===== src/rtl/multicycle_control_if.sv =====
// Bundle between the multicycle control unit and the datapath it steers.
// The controller drives the enables and mux selects. The datapath supplies
// the opcode from the IR and the memory ready handshake.
interface multicycle_control_if;
   logic [5:0] Opcode;
   logic       MemReady;

   logic       PCWrite;
   logic       PCWriteCond;
   logic       IorD;
   logic       MemRead;
   logic       MemWrite;
   logic       MemtoReg;
   logic       IRWrite;
   logic       ALUSrcA;
   logic       RegWrite;
   logic       RegDst;
   logic [1:0] PCSource;
   logic [1:0] ALUSrcB;
   logic [1:0] ALUOp;
   logic [1:0] MemSize;
   logic       ExcValid;
   logic [1:0] ExcCause;
   logic [3:0] State;

   modport master (
      input  Opcode, MemReady,
      output PCWrite, PCWriteCond, IorD, MemRead, MemWrite, MemtoReg, IRWrite,
             ALUSrcA, RegWrite, RegDst, PCSource, ALUSrcB, ALUOp, MemSize,
             ExcValid, ExcCause, State
   );

   modport slave (
      output Opcode, MemReady,
      input  PCWrite, PCWriteCond, IorD, MemRead, MemWrite, MemtoReg, IRWrite,
             ALUSrcA, RegWrite, RegDst, PCSource, ALUSrcB, ALUOp, MemSize,
             ExcValid, ExcCause, State
   );
endinterface


===== src/rtl/multicycle_control.sv =====
// Multi-cycle MIPS main control: a Moore FSM that sequences fetch, decode,
// execute, memory and writeback. It waits on MemReady with a bounded timeout
// and traps illegal opcodes and bus timeouts to the exception vector.
module multicycle_control #(
   parameter int MEM_TIMEOUT = 16,
   parameter bit EXC_EN      = 1'b1
) (
   input  logic                 clk,
   input  logic                 rst_n,
   multicycle_control_if.master ctrl
);

   localparam int CNT_W = (MEM_TIMEOUT > 0) ? $clog2(MEM_TIMEOUT + 1) : 1;
   localparam logic [CNT_W-1:0] TIMEOUT    = CNT_W'(MEM_TIMEOUT);
   localparam bit               TIMEOUT_ON = (MEM_TIMEOUT > 0);

   typedef enum logic [3:0] {
      S_FETCH    = 4'd0,
      S_DECODE   = 4'd1,
      S_MEMADDR  = 4'd2,
      S_MEMREAD  = 4'd3,
      S_MEMWB    = 4'd4,
      S_MEMWRITE = 4'd5,
      S_EXECUTE  = 4'd6,
      S_RTYPEWB  = 4'd7,
      S_BRANCH   = 4'd8,
      S_JUMP     = 4'd9,
      S_IEXEC    = 4'd10,
      S_IWB      = 4'd11,
      S_TRAP     = 4'd12
   } state_t;

   typedef enum logic [1:0] {
      CAUSE_NONE    = 2'b00,
      CAUSE_ILLEGAL = 2'b01,
      CAUSE_TIMEOUT = 2'b10
   } cause_t;

   state_t           state;
   state_t           next_state;
   cause_t           exc_cause;
   cause_t           trap_cause;
   logic [CNT_W-1:0] wait_cnt;
   logic             waiting;
   logic             timed_out;
   logic [1:0]       mem_size;

   // A cycle counts as a memory wait when a memory state sees no ready.
   always_comb begin
      waiting   = ((state == S_FETCH) || (state == S_MEMREAD) || (state == S_MEMWRITE))
                  && !ctrl.MemReady;
      timed_out = TIMEOUT_ON && waiting && (wait_cnt == TIMEOUT);
   end

   // Next-state decode; a bus timeout overrides the normal transition.
   // NOTE: every combinational output gets a default before the case, so no path leaves it unassigned and no latch is inferred.
   always_comb begin
      next_state = S_FETCH;
      trap_cause = CAUSE_NONE;
      case (state)
         S_FETCH:    next_state = ctrl.MemReady ? S_DECODE : S_FETCH;
         S_DECODE: begin
            case (ctrl.Opcode)
               6'b000000:                       next_state = S_EXECUTE;
               6'b100011, 6'b100000, 6'b100001,
               6'b101011, 6'b101000, 6'b101001: next_state = S_MEMADDR;
               6'b000100:                       next_state = S_BRANCH;
               6'b000010:                       next_state = S_JUMP;
               6'b001000, 6'b001100,
               6'b001101, 6'b001010:            next_state = S_IEXEC;
               default: begin
                  if (EXC_EN) begin
                     next_state = S_TRAP;
                     trap_cause = CAUSE_ILLEGAL;
                  end else begin
                     next_state = S_FETCH;
                  end
               end
            endcase
         end
         S_MEMADDR:  next_state = ctrl.Opcode[3] ? S_MEMWRITE : S_MEMREAD;
         S_MEMREAD:  next_state = ctrl.MemReady ? S_MEMWB : S_MEMREAD;
         S_MEMWB:    next_state = S_FETCH;
         S_MEMWRITE: next_state = ctrl.MemReady ? S_FETCH : S_MEMWRITE;
         S_EXECUTE:  next_state = S_RTYPEWB;
         S_RTYPEWB:  next_state = S_FETCH;
         S_BRANCH:   next_state = S_FETCH;
         S_JUMP:     next_state = S_FETCH;
         S_IEXEC:    next_state = S_IWB;
         S_IWB:      next_state = S_FETCH;
         S_TRAP:     next_state = S_FETCH;
         default:    next_state = S_FETCH;
      endcase
      if (timed_out) begin
         next_state = S_TRAP;
         trap_cause = CAUSE_TIMEOUT;
      end
   end

   // State register, wait counter and trap cause capture.
   // NOTE: sequential state uses non-blocking assignments so every register samples pre-edge values.
   always_ff @(posedge clk or negedge rst_n) begin
      if (!rst_n) begin
         state     <= S_FETCH;
         wait_cnt  <= '0;
         exc_cause <= CAUSE_NONE;
      end else begin
         state <= next_state;
         if (next_state != state) begin
            wait_cnt <= '0;
         end else if (waiting) begin
            wait_cnt <= wait_cnt + CNT_W'(1);
         end
         if (next_state == S_TRAP) begin
            exc_cause <= trap_cause;
         end
      end
   end

   // Access width from the low opcode bits: byte, half, otherwise word.
   always_comb begin
      case (ctrl.Opcode[1:0])
         2'b00:   mem_size = 2'b00;
         2'b01:   mem_size = 2'b01;
         default: mem_size = 2'b10;
      endcase
   end

   // Moore output decode, held at zero while reset is asserted.
   // NOTE: outputs are gated by rst_n so no enable survives the falling edge of reset, even combinationally.
   always_comb begin
      ctrl.PCWrite     = 1'b0;
      ctrl.PCWriteCond = 1'b0;
      ctrl.IorD        = 1'b0;
      ctrl.MemRead     = 1'b0;
      ctrl.MemWrite    = 1'b0;
      ctrl.MemtoReg    = 1'b0;
      ctrl.IRWrite     = 1'b0;
      ctrl.ALUSrcA     = 1'b0;
      ctrl.RegWrite    = 1'b0;
      ctrl.RegDst      = 1'b0;
      ctrl.PCSource    = 2'b00;
      ctrl.ALUSrcB     = 2'b00;
      ctrl.ALUOp       = 2'b00;
      ctrl.MemSize     = 2'b00;
      ctrl.ExcValid    = 1'b0;
      ctrl.ExcCause    = 2'b00;
      ctrl.State       = 4'd0;
      if (rst_n) begin
         ctrl.State    = state;
         ctrl.ExcCause = exc_cause;
         case (state)
            S_FETCH: begin
               ctrl.MemRead = 1'b1;
               ctrl.ALUSrcB = 2'b01;
               ctrl.MemSize = 2'b10;
               ctrl.IRWrite = ctrl.MemReady;
               ctrl.PCWrite = ctrl.MemReady;
            end
            S_DECODE: begin
               ctrl.ALUSrcB = 2'b11;
            end
            S_MEMADDR: begin
               ctrl.ALUSrcA = 1'b1;
               ctrl.ALUSrcB = 2'b10;
               ctrl.MemSize = mem_size;
            end
            S_MEMREAD: begin
               ctrl.MemRead = 1'b1;
               ctrl.IorD    = 1'b1;
               ctrl.MemSize = mem_size;
            end
            S_MEMWB: begin
               ctrl.MemtoReg = 1'b1;
               ctrl.RegWrite = 1'b1;
            end
            S_MEMWRITE: begin
               ctrl.MemWrite = 1'b1;
               ctrl.IorD     = 1'b1;
               ctrl.MemSize  = mem_size;
            end
            S_EXECUTE: begin
               ctrl.ALUSrcA = 1'b1;
               ctrl.ALUOp   = 2'b10;
            end
            S_RTYPEWB: begin
               ctrl.RegDst   = 1'b1;
               ctrl.RegWrite = 1'b1;
            end
            S_BRANCH: begin
               ctrl.ALUSrcA     = 1'b1;
               ctrl.ALUOp       = 2'b01;
               ctrl.PCWriteCond = 1'b1;
               ctrl.PCSource    = 2'b01;
            end
            S_JUMP: begin
               ctrl.PCWrite  = 1'b1;
               ctrl.PCSource = 2'b10;
            end
            S_IEXEC: begin
               ctrl.ALUSrcA = 1'b1;
               ctrl.ALUSrcB = 2'b10;
               ctrl.ALUOp   = 2'b11;
            end
            S_IWB: begin
               ctrl.RegWrite = 1'b1;
            end
            S_TRAP: begin
               ctrl.PCWrite  = 1'b1;
               ctrl.PCSource = 2'b11;
               ctrl.ExcValid = 1'b1;
            end
            default: begin
               ctrl.MemSize = 2'b00;
            end
         endcase
      end
   end

endmodule


===== src/flat_wrapper.sv =====
// flat-port wrapper written by rule: the top's interface ports become plain ports
module multicycle_control_flat 
#(
   parameter int MEM_TIMEOUT = 16,
   parameter bit EXC_EN      = 1'b1
)
  (clk, rst_n, ctrl_Opcode, ctrl_MemReady, ctrl_PCWrite, ctrl_PCWriteCond, ctrl_IorD, ctrl_MemRead, ctrl_MemWrite, ctrl_MemtoReg, ctrl_IRWrite, ctrl_ALUSrcA, ctrl_RegWrite, ctrl_RegDst, ctrl_PCSource, ctrl_ALUSrcB, ctrl_ALUOp, ctrl_MemSize, ctrl_ExcValid, ctrl_ExcCause, ctrl_State);
  multicycle_control_if ctrl_i ();
  input  logic clk;
  input  logic rst_n;
  input wire logic [$bits(ctrl_i.Opcode)-1:0] ctrl_Opcode;
  input wire logic [$bits(ctrl_i.MemReady)-1:0] ctrl_MemReady;
  output wire logic [$bits(ctrl_i.PCWrite)-1:0] ctrl_PCWrite;
  output wire logic [$bits(ctrl_i.PCWriteCond)-1:0] ctrl_PCWriteCond;
  output wire logic [$bits(ctrl_i.IorD)-1:0] ctrl_IorD;
  output wire logic [$bits(ctrl_i.MemRead)-1:0] ctrl_MemRead;
  output wire logic [$bits(ctrl_i.MemWrite)-1:0] ctrl_MemWrite;
  output wire logic [$bits(ctrl_i.MemtoReg)-1:0] ctrl_MemtoReg;
  output wire logic [$bits(ctrl_i.IRWrite)-1:0] ctrl_IRWrite;
  output wire logic [$bits(ctrl_i.ALUSrcA)-1:0] ctrl_ALUSrcA;
  output wire logic [$bits(ctrl_i.RegWrite)-1:0] ctrl_RegWrite;
  output wire logic [$bits(ctrl_i.RegDst)-1:0] ctrl_RegDst;
  output wire logic [$bits(ctrl_i.PCSource)-1:0] ctrl_PCSource;
  output wire logic [$bits(ctrl_i.ALUSrcB)-1:0] ctrl_ALUSrcB;
  output wire logic [$bits(ctrl_i.ALUOp)-1:0] ctrl_ALUOp;
  output wire logic [$bits(ctrl_i.MemSize)-1:0] ctrl_MemSize;
  output wire logic [$bits(ctrl_i.ExcValid)-1:0] ctrl_ExcValid;
  output wire logic [$bits(ctrl_i.ExcCause)-1:0] ctrl_ExcCause;
  output wire logic [$bits(ctrl_i.State)-1:0] ctrl_State;
  assign ctrl_i.Opcode = ctrl_Opcode;
  assign ctrl_i.MemReady = ctrl_MemReady;
  assign ctrl_PCWrite = ctrl_i.PCWrite;
  assign ctrl_PCWriteCond = ctrl_i.PCWriteCond;
  assign ctrl_IorD = ctrl_i.IorD;
  assign ctrl_MemRead = ctrl_i.MemRead;
  assign ctrl_MemWrite = ctrl_i.MemWrite;
  assign ctrl_MemtoReg = ctrl_i.MemtoReg;
  assign ctrl_IRWrite = ctrl_i.IRWrite;
  assign ctrl_ALUSrcA = ctrl_i.ALUSrcA;
  assign ctrl_RegWrite = ctrl_i.RegWrite;
  assign ctrl_RegDst = ctrl_i.RegDst;
  assign ctrl_PCSource = ctrl_i.PCSource;
  assign ctrl_ALUSrcB = ctrl_i.ALUSrcB;
  assign ctrl_ALUOp = ctrl_i.ALUOp;
  assign ctrl_MemSize = ctrl_i.MemSize;
  assign ctrl_ExcValid = ctrl_i.ExcValid;
  assign ctrl_ExcCause = ctrl_i.ExcCause;
  assign ctrl_State = ctrl_i.State;
  multicycle_control #(.MEM_TIMEOUT(MEM_TIMEOUT), .EXC_EN(EXC_EN)) u_core (.clk(clk), .rst_n(rst_n), .ctrl(ctrl_i));
endmodule

===== config.mk =====
export PLATFORM = sky130hd
export DESIGN_NAME = multicycle_control_flat
export DESIGN_NICKNAME = d
export VERILOG_FILES = /design/src/rtl/multicycle_control_if.sv /design/src/rtl/multicycle_control.sv /design/src/flat_wrapper.sv
export SDC_FILE = /design/constraint.sdc
export NUM_CORES = 1
export LEC_CHECK = 0
export CELL_PAD_IN_SITES_DETAIL_PLACEMENT = 1
export CELL_PAD_IN_SITES_GLOBAL_PLACEMENT = 1
export CORE_UTILIZATION = 30
export DETAILED_ROUTE_END_ITERATION = 12
export PLACE_DENSITY_LB_ADDON = 0.1
export SETUP_SLACK_MARGIN = 0.4
export SLEW_MARGIN = 20
export SYNTH_ARGS = -nofsm -noshare
export SYNTH_HDL_FRONTEND = slang
export SYNTH_SLANG_ARGS = --single-unit

===== constraint.sdc =====
create_clock -name clk -period 2.4 [get_ports clk]
set_input_delay 0.48 -clock clk [delete_from_list [all_inputs] [get_ports clk]]
set_output_delay 0.48 -clock clk [all_outputs]
set_load 0.005 [all_outputs]

==> results.json, run 1 <==
{
  "fin_crit_ps": 2240,
  "synth_top_area_share": 0.229,
  "worstMarginPinSlew_ps": 400,
  "ff2ff_setup_slack_ps": 160,
  "fmax_mhz": 446,
  "final_max_slew_viol_count": 0,
  "synthTopCellsByArea": "dfrtp_1 23%, nor3_1 7.1%, buf_6 3.8%",
  "cts.sinks": 11,
  "area_delta_synth_final_pct": 97.0,
  "ys_types": 51,
  "rr_worst_depth": 9,
  "wire_per_inst_um": 20.2,
  "grt_pass1_vias": 1579,
  "synth_seq_cells": 11,
  "die_h_um": 65.2,
  "vias": 1631,
  "clk_path_buf_depth": 2,
  "syn_nets": 163,
  "hpwl_um": 3070,
  "drt_iter0_markers": 53,
  "num_rows": 22,
  "setup-violations-final": 0,
  "synth-edff-count": 0,
  "power.density_mw_per_mm2": 954,
  "status": "completed",
  "final_common_cell": "buf_4",
  "required_ps": 2560,
  "cp.arrival_ps": 2400,
  "num_io_pins": 34,
  "fin_hold_ws_ps": 234,
  "drive_above_1_share": 0.536,
  "firstDrtPassIters": 4,
  "async_flop_share": 1.00,
  "via_per_inst": 5.51,
  "yosys_warnings": 0,
  "synth-main-ff-cell": "dfrtp_1",
  "initial_core_util": 0.321,
  "finalPower_mw": 2.26,
  "yosys.area.top_type": "dfrtp_1",
  "wirelength_um": 5980,
  "drcViolationCount": 0,
  "netlist_area_mm2": 0.00120,
  "clkTransAtPathRegs_ps": 60,
  "cts_tree": "built",
  "rsz0062_at_grt": "yes",
  "antenna_found_initial": 0,
  "r2r_end": "u_core.wait_cnt[0]",
  "fp.coreArea_mm2": 0.00374,
  "clk-insertion-delay-late_ps": 240,
  "place_congestion": 0.748,
  "die_x_um": 65.2,
  "final_nets": 260,
  "max_cap_violations": 0,
  "skew_ps": 3.45,
  "grt.total_usage": 0.245,
  "grt_first_pass_wirelength_um": 7900,
  "htreeDepth": 1,
  "hold_viol_final": 0,
  "relSlewSlack": 0.731,
  "r2r-start": "u_core.state[2]",
  "n_antenna_cell": 0,
  "leakage_nw": 1.10,
  "ys_seq_area_frac": 0.229,
  "clockRootBuffer": "clkbuf_8",
  "fin_crit_sh": 0.934,
  "tritoncts.num_buffers": 3,
  "endpoint_kind": "flop",
  "crit_type": "flop to flop",
  "hold_path.class": "primary input to asynchronous set/reset pin",
  "layout_common_cells": "54 x buf_4, 13 x buf_6, 12 x dlygate4sd2_1",
  "grt_max_degree": 15,
  "io_buffers": 33,
  "dieArea_mm2": 0.00426,
  "vdd_drop_max_v": 0.000450,
  "cp-start-kind": "flop",
  "antenna_left": 0,
  "overflow": 0,
  "holdBufCountCts": 0,
  "syn_inst": 152,
  "synth.avg_cell_area_um2": 7.89,
  "crit_fanout": 7
}
## state kept, by name, indices dropped and copies added (netlist names)
register          flops
u_core.state          4
u_core.wait_cnt       5
u_core.exc_cause      2
## where the power goes
part,switching (mW),internal [mW]
clock,0.0799,0.117
combinational,0.869,0.900
sequential,0.0611,0.228
## how the worst max path moves through the flow
| stage | start | to | cells past startpoint |
|---|---|---|---|
| after floorplan | u_core.state[0] | ctrl_PCWrite | 5 |
| after global placement | rst_n | ctrl_ALUSrcA | 4 |
| after detailed placement | rst_n | ctrl_ALUSrcA | 4 |
| after CTS | u_core.state[2] | ctrl_PCWrite | 4 |
| after global routing | u_core.state[2] | u_core.wait_cnt[0] | 9 |
| final | u_core.state[2] | u_core.wait_cnt[0] | 9 |
## cell families after synthesis
family / share of synthesized area
AO/OA/AOI/OAI: 0.236
AND/OR/NAND/NOR: 0.363
flip-flops: 0.229
adder cells (fa/ha/maj): 0.0209
multiplexers: 0.00834
buffers and inverters: 0.0918
XOR/XNOR: 0.0511
## layout make-up
| cell class | count | area, um^2 |
|---|---|---|
| fill | 443 | 1380 |
| multi-input combinational | 122 | 1070 |
| timing repair buffer | 101 | 867 |
| sequential | 11 | 280 |
| tap | 48 | 60.1 |
| clock buffer | 4 | 45.0 |
| inverter | 10 | 37.5 |
## per-stage QoR
step           utilization  setup slack, ps  TNS, ps  area [um^2]  instances
2_1_floorplan            -              545        0         1200        152
3_3_place_gp         0.452             -160    -1290         1690        247
3_5_place_dp         0.452             -220    -2940         1690        247
4_1_cts              0.555              194        0         2080        276
5_1_grt              0.631             77.3        0         2360        296
6_report             0.631              158        0         2360        296
## cell usage after synthesis (2+ instances only)
master and n:
a21oi_1 6, a31oi_1 4, and2_1 3, and3_1 3, buf_6 4, clkbuf_1 2
dfrtp_1 11, ha_1 2, inv_1 10, nand2_1 10, nand2b_1 7, nand3_1 4
nand4_1 3, nor2_1 11, nor2b_1 4, nor3_1 17, nor4_1 4, o211ai_1 2
o21ai_0 8, xnor2_1 3, xor2_1 4
## critical path, stage by stage, from the launching register on
cell and delay (ps):
dfrtp_2 480, buf_4 170, xnor2_2 140, buf_4 150, a22oi_2 320, nor2_4 80, o31ai_2 300, o211ai_1 160
buf_4 200, nor3_2 170
## timing repair
| action | in CTS | in global routing |
|---|---|---|
| gates resized for setup | 78 | 49 |
| pin swaps | 18 | 17 |
| gates cloned | 0 | 0 |
| setup buffers | 25 | 20 |
| endpoints found under the setup margin | 32 | 25 |
## routing by layer
layer / GRT usage / wire, um
met1: 0.288 / 2610
met2: 0.466 / 3060
met5: 0 / 0
met4: 0.0489 / 120
met3: 0.0330 / 189
Note: power is estimated with default switching activity, not from simulation.
==> run 2: changes to the inputs <==
- RECOVER_POWER: default -> 25
==> results.json, run 2 (synthesis gave the netlist of run 1 again) <==
{
  "cp_slowest_cell": "clkdlybuf4s50_1",
  "critPathMaxStageDelay_ps": 490,
  "drive_above_1_share": 0.532,
  "crit_cells": 5,
  "n_antenna_cell": 0,
  "max_cap_violations": 0,
  "p_int_mw": 1.24,
  "switching_share": 0.448,
  "cts.sinks": 11,
  "r2r-start": "u_core.state[2]",
  "antenna_left": 0,
  "hpwl_um": 3070,
  "cp_top_family": "buffers and inverters",
  "die_x_um": 65.2,
  "fmax_mhz": 444,
  "crit_fanout": 7,
  "antenna_found_initial": 0,
  "area_delta_synth_final_pct": 96.7,
  "hold_path.class": "flop to flop",
  "drt_iter0_markers": 55,
  "power.density_mw_per_mm2": 955,
  "final_nets": 260,
  "leakage_nw": 1.10,
  "drcViolationCount": 0,
  "status": "completed",
  "grt.total_usage": 0.245,
  "crit_type": "primary input to output port",
  "fin_util": 0.630,
  "dieArea_mm2": 0.00426,
  "worstMarginPinSlew_ps": 553,
  "top_regs": "u_core.wait_cnt x5, u_core.state x4, u_core.exc_cause x2",
  "top_register": "u_core.wait_cnt",
  "num_rows": 22,
  "power_frac_comb": 0.784,
  "required_ps": 1920,
  "r2r_end": "u_core.wait_cnt[0]",
  "skew_ps": 3.29,
  "rr_worst_depth": 9,
  "rsz0062_at_grt": "yes",
  "finalPower_mw": 2.25,
  "seqPwrFrac": 0.128,
  "fin_crit_sh": 0.938,
  "via_per_inst": 5.52,
  "grt_first_pass_wirelength_um": 7900,
  "ff2ff_setup_slack_ps": 160,
  "clkTransAtPathRegs_ps": 60,
  "place_congestion": 0.748,
  "grt_max_degree": 15,
  "cp.arrival_ps": 1770,
  "critPathCapture": "ctrl_State[3]",
  "setup-violations-final": 0,
  "p_sw_mw": 1.01,
  "fp.coreArea_mm2": 0.00374,
  "htreeDepth": 1,
  "cp-start-kind": "primary input",
  "vias": 1633,
  "initial_core_util": 0.321,
  "clk_path_buf_depth": 2,
  "tritoncts.num_buffers": 3,
  "io_buffers": 33,
  "hold_viol_final": 0,
  "tns_ps": 0,
  "overflow": 0,
  "holdBufCountCts": 0,
  "die_h_um": 65.2,
  "fin_crit_ps": 2250,
  "final_max_slew_viol_count": 0,
  "num_io_pins": 34,
  "vdd_drop_max_v": 0.000450,
  "endpoint_kind": "output port",
  "path_buf_inv": 4,
  "clockRootBuffer": "clkbuf_8",
  "wirelength_um": 5980,
  "layout_common_cells": "53 x buf_4, 13 x buf_6, 12 x dlygate4sd2_1",
  "wire_per_inst_um": 20.2,
  "grt_pass1_vias": 1579,
  "worstPathCellList": "clkbuf_1, nand2_2, buf_4, inv_1, clkdlybuf4s50_1",
  "power_frac_clock": 0.087,
  "clk-insertion-delay-late_ps": 240,
  "fillCellCount": 444,
  "relSlewSlack": 0.631,
  "largest_register_ffs": 5,
  "cp-startpoint": "rst_n",
  "final_common_cell": "buf_4",
  "cts_tree": "built",
  "firstDrtPassIters": 4
}
## run 2: changes by cell type in the layout (fill, tap and decap cells not counted), sizes merged
cell	delta
clkbuf	+1
buf	-1
## run 2: routing by layer
layer	part of all wire	track usage
met5	0	0
met4	0.020	0.0489
met2	0.51	0.466
met1	0.44	0.288
met3	0.031	0.0330
## run 2: worst min-delay path by stage
| stage | from | endpoint | slack [ps] | cells past startpoint |
|---|---|---|---|---|
| CTS | rst_n | u_core.state[1] | 270 | 2 |
| global placement | u_core.exc_cause[1] | u_core.exc_cause[1] | 460 | 1 |
| floorplan | rst_n | u_core.exc_cause[0] | 180 | 0 |
| global route | u_core.exc_cause[1] | u_core.exc_cause[1] | 520 | 1 |
| finish | u_core.exc_cause[1] | u_core.exc_cause[1] | 500 | 1 |
| detailed placement | u_core.exc_cause[1] | u_core.exc_cause[1] | 470 | 1 |
## run 2: what timing repair did
item | in CTS | in global routing
setup endpoints to repair | 32 | 25
gates resized for setup | 78 | 49
buffers inserted | 25 | 20
cloned | 0 | 0
pin swaps | 18 | 17
## run 2: area by class of cell
type                       count  area [um^2]  area share
multi-input combinational    122         1070       0.455
timing repair buffer         101          863       0.366
sequential                    11          280       0.119
tap                           48         60.1      0.0255
clock buffer                   4         45.0      0.0191
inverter                      10         37.5      0.0159
## run 2: power by group through the flow
| stage | clock [mW] | combinational (mW) | sequential, mW |
|---|---|---|---|
| 2_1_floorplan | 0 | 0.643 | 0.262 |
| 3_3_place_gp | 0 | 0.936 | 0.311 |
| 3_5_place_dp | 0 | 0.969 | 0.315 |
| 4_1_cts | 0.187 | 1.37 | 0.292 |
| 5_1_grt | 0.203 | 1.87 | 0.293 |
| 6_report | 0.197 | 1.77 | 0.289 |
## run 2: metrics by stage
step / setup WS [ps] / cells / cell area (um^2) / hold WS, ps
final: 150 / 296 / 2360 / 496
after global routing: 77.3 / 296 / 2360 / 523
after CTS: 194 / 276 / 2080 / 274
after detailed placement: -220 / 247 / 1690 / 473
after global placement: -160 / 247 / 1690 / 456
after floorplan: 545 / 152 / 1200 / 184
==> run 3: changes to the inputs <==
- TNS_END_PERCENT: default -> 30
==> results.json, run 3 (synthesis gave the netlist of run 1 again) <==
{
  "status": "completed",
  "cp.arrival_ps": 1760,
  "wire_per_inst_um": 16.6,
  "fp.coreArea_mm2": 0.00374,
  "tritoncts.num_buffers": 3,
  "io_buffers": 33,
  "seqPwrFrac": 0.161,
  "skew_ps": 2.24,
  "via_per_inst": 5.32,
  "layout_common_cells": "37 x buf_4, 18 x clkdlybuf4s50_1",
  "num_rows": 22,
  "antenna_left": 0,
  "p_int_mw": 1.04,
  "crit_type": "flop to output port",
  "htreeDepth": 1,
  "clk_path_buf_depth": 2,
  "cts_tree": "built",
  "top_register": "u_core.wait_cnt",
  "relSlewSlack": 0.721,
  "crit_fanout": 6,
  "area_delta_synth_final_pct": 71.7,
  "wirelength_um": 4500,
  "final_max_slew_viol_count": 0,
  "die_h_um": 65.2,
  "cp_top_family": "buffers and inverters",
  "fillCellCount": 458,
  "cp_slowest_cell": "dfrtp_2",
  "cts.sinks": 11,
  "dieArea_mm2": 0.00426,
  "fin_ws_ps": 158,
  "fin_crit_sh": 0.934,
  "path_buf_inv": 2,
  "power_frac_clock": 0.100,
  "drcViolationCount": 0,
  "place_congestion": 0.748,
  "setup-violations-final": 0,
  "leakage_nw": 0.934,
  "power_frac_comb": 0.739,
  "initial_core_util": 0.321,
  "clk-insertion-delay-late_ps": 240,
  "cp-start-kind": "flop",
  "worstMarginPinSlew_ps": 415,
  "drt_iter0_markers": 51,
  "finalPower_mw": 1.86,
  "final_nets": 235,
  "die_x_um": 65.2,
  "fmax_mhz": 446,
  "n_antenna_cell": 0,
  "clockRootBuffer": "clkbuf_8",
  "final_common_cell": "buf_4",
  "power.density_mw_per_mm2": 903,
  "hpwl_um": 3070,
  "overflow": 0,
  "critPathMaxStageDelay_ps": 480,
  "num_io_pins": 34,
  "grt_first_pass_wirelength_um": 7030,
  "hold_path.class": "primary input to asynchronous set/reset pin",
  "top_regs": "u_core.wait_cnt x5, u_core.state x4, u_core.exc_cause x2",
  "drive_above_1_share": 0.372,
  "firstDrtPassIters": 4,
  "endpoint_kind": "output port",
  "max_cap_violations": 0,
  "grt_pass1_vias": 1488,
  "hold_viol_final": 0,
  "clkTransAtPathRegs_ps": 50,
  "tns_ps": 0,
  "antenna_found_initial": 0,
  "p_sw_mw": 0.822,
  "dp_worst_setup_slack_ps": -220,
  "holdBufCountCts": 0,
  "grt_max_degree": 15,
  "vdd_drop_max_v": 0.000459,
  "rsz0062_at_grt": "yes",
  "required_ps": 1920,
  "worstPathCellList": "inv_1, nand2_1, nor3b_2, or2_2, clkdlybuf4s50_1",
  "largest_register_ffs": 5,
  "switching_share": 0.441,
  "vias": 1443,
  "fin_crit_ps": 2240,
  "grt.total_usage": 0.215
}
## run 3: worst reg2reg max path, cell delays in order, from the launching register on
cell      delay [ps]
dfrtp_2          480
buf_4            160
buf_4            150
or4_4            510
o21bai_4         190
a31oi_4          240
o221ai_4         170
nor3_1           210
## run 3: final cells by class
class | count | area (um^2) | share of cell area
clock buffer | 4 | 45.0 | 0.0219
inverter | 10 | 37.5 | 0.0182
multi-input combinational | 122 | 977 | 0.474
sequential | 11 | 280 | 0.136
tap | 48 | 60.1 | 0.0291
timing repair buffer | 76 | 661 | 0.321
## run 3: worst paths after layout
| check | startpoint | endpoint | slack, ps | cells after the start |
|---|---|---|---|---|
| worst max register to register | u_core.state[2] | u_core.wait_cnt[3] | 200 | 7 |
| max in group asynchronous | rst_n | u_core.state[0] | 1820 | 2 |
| worst min register to register | u_core.exc_cause[1] | u_core.exc_cause[1] | 490 | 1 |
| min in group clk | u_core.exc_cause[1] | u_core.exc_cause[1] | 490 | 1 |
| worst min-delay path | rst_n | u_core.state[1] | 420 | 2 |
| worst max-delay path | u_core.state[2] | ctrl_PCWrite | 160 | 5 |
## run 3: per-stage QoR
| step | cell area [um^2] | utilization | cells | hold WS, ps |
|---|---|---|---|---|
| detailed placement | 1690 | 0.452 | 247 | 473 |
| floorplan | 1200 | - | 152 | 184 |
| finish | 2060 | 0.550 | 271 | 420 |
| CTS | 1870 | 0.499 | 264 | 265 |
| global placement | 1690 | 0.452 | 247 | 456 |
| global route | 2060 | 0.550 | 271 | 444 |
## run 3: routing by layer
metal / vias up / global-route usage / routed length (um)
li1: 693 / - / -
met1: 706 / 0.263 / 1920
met2: 38 / 0.398 / 2370
met3: 6 / 0.0365 / 166
met4: 0 / 0.0299 / 44
met5: - / 0 / 0
## run 3: power by group through the flow
| stage | sequential (mW) | clock [mW] | combinational, mW |
|---|---|---|---|
| finish | 0.300 | 0.186 | 1.38 |
| global route | 0.304 | 0.200 | 1.49 |
| CTS | 0.312 | 0.187 | 1.13 |
| detailed placement | 0.315 | 0 | 0.969 |
| global placement | 0.311 | 0 | 0.936 |
| floorplan | 0.262 | 0 | 0.643 |
## run 3: what timing repair did
action                                  in CTS  in global routing
buffers inserted                            13                  7
endpoints found under the setup margin      32                 30
hold endpoints to repair                     0                  0
pin swaps                                    4                  6
resized for setup                           31                 28
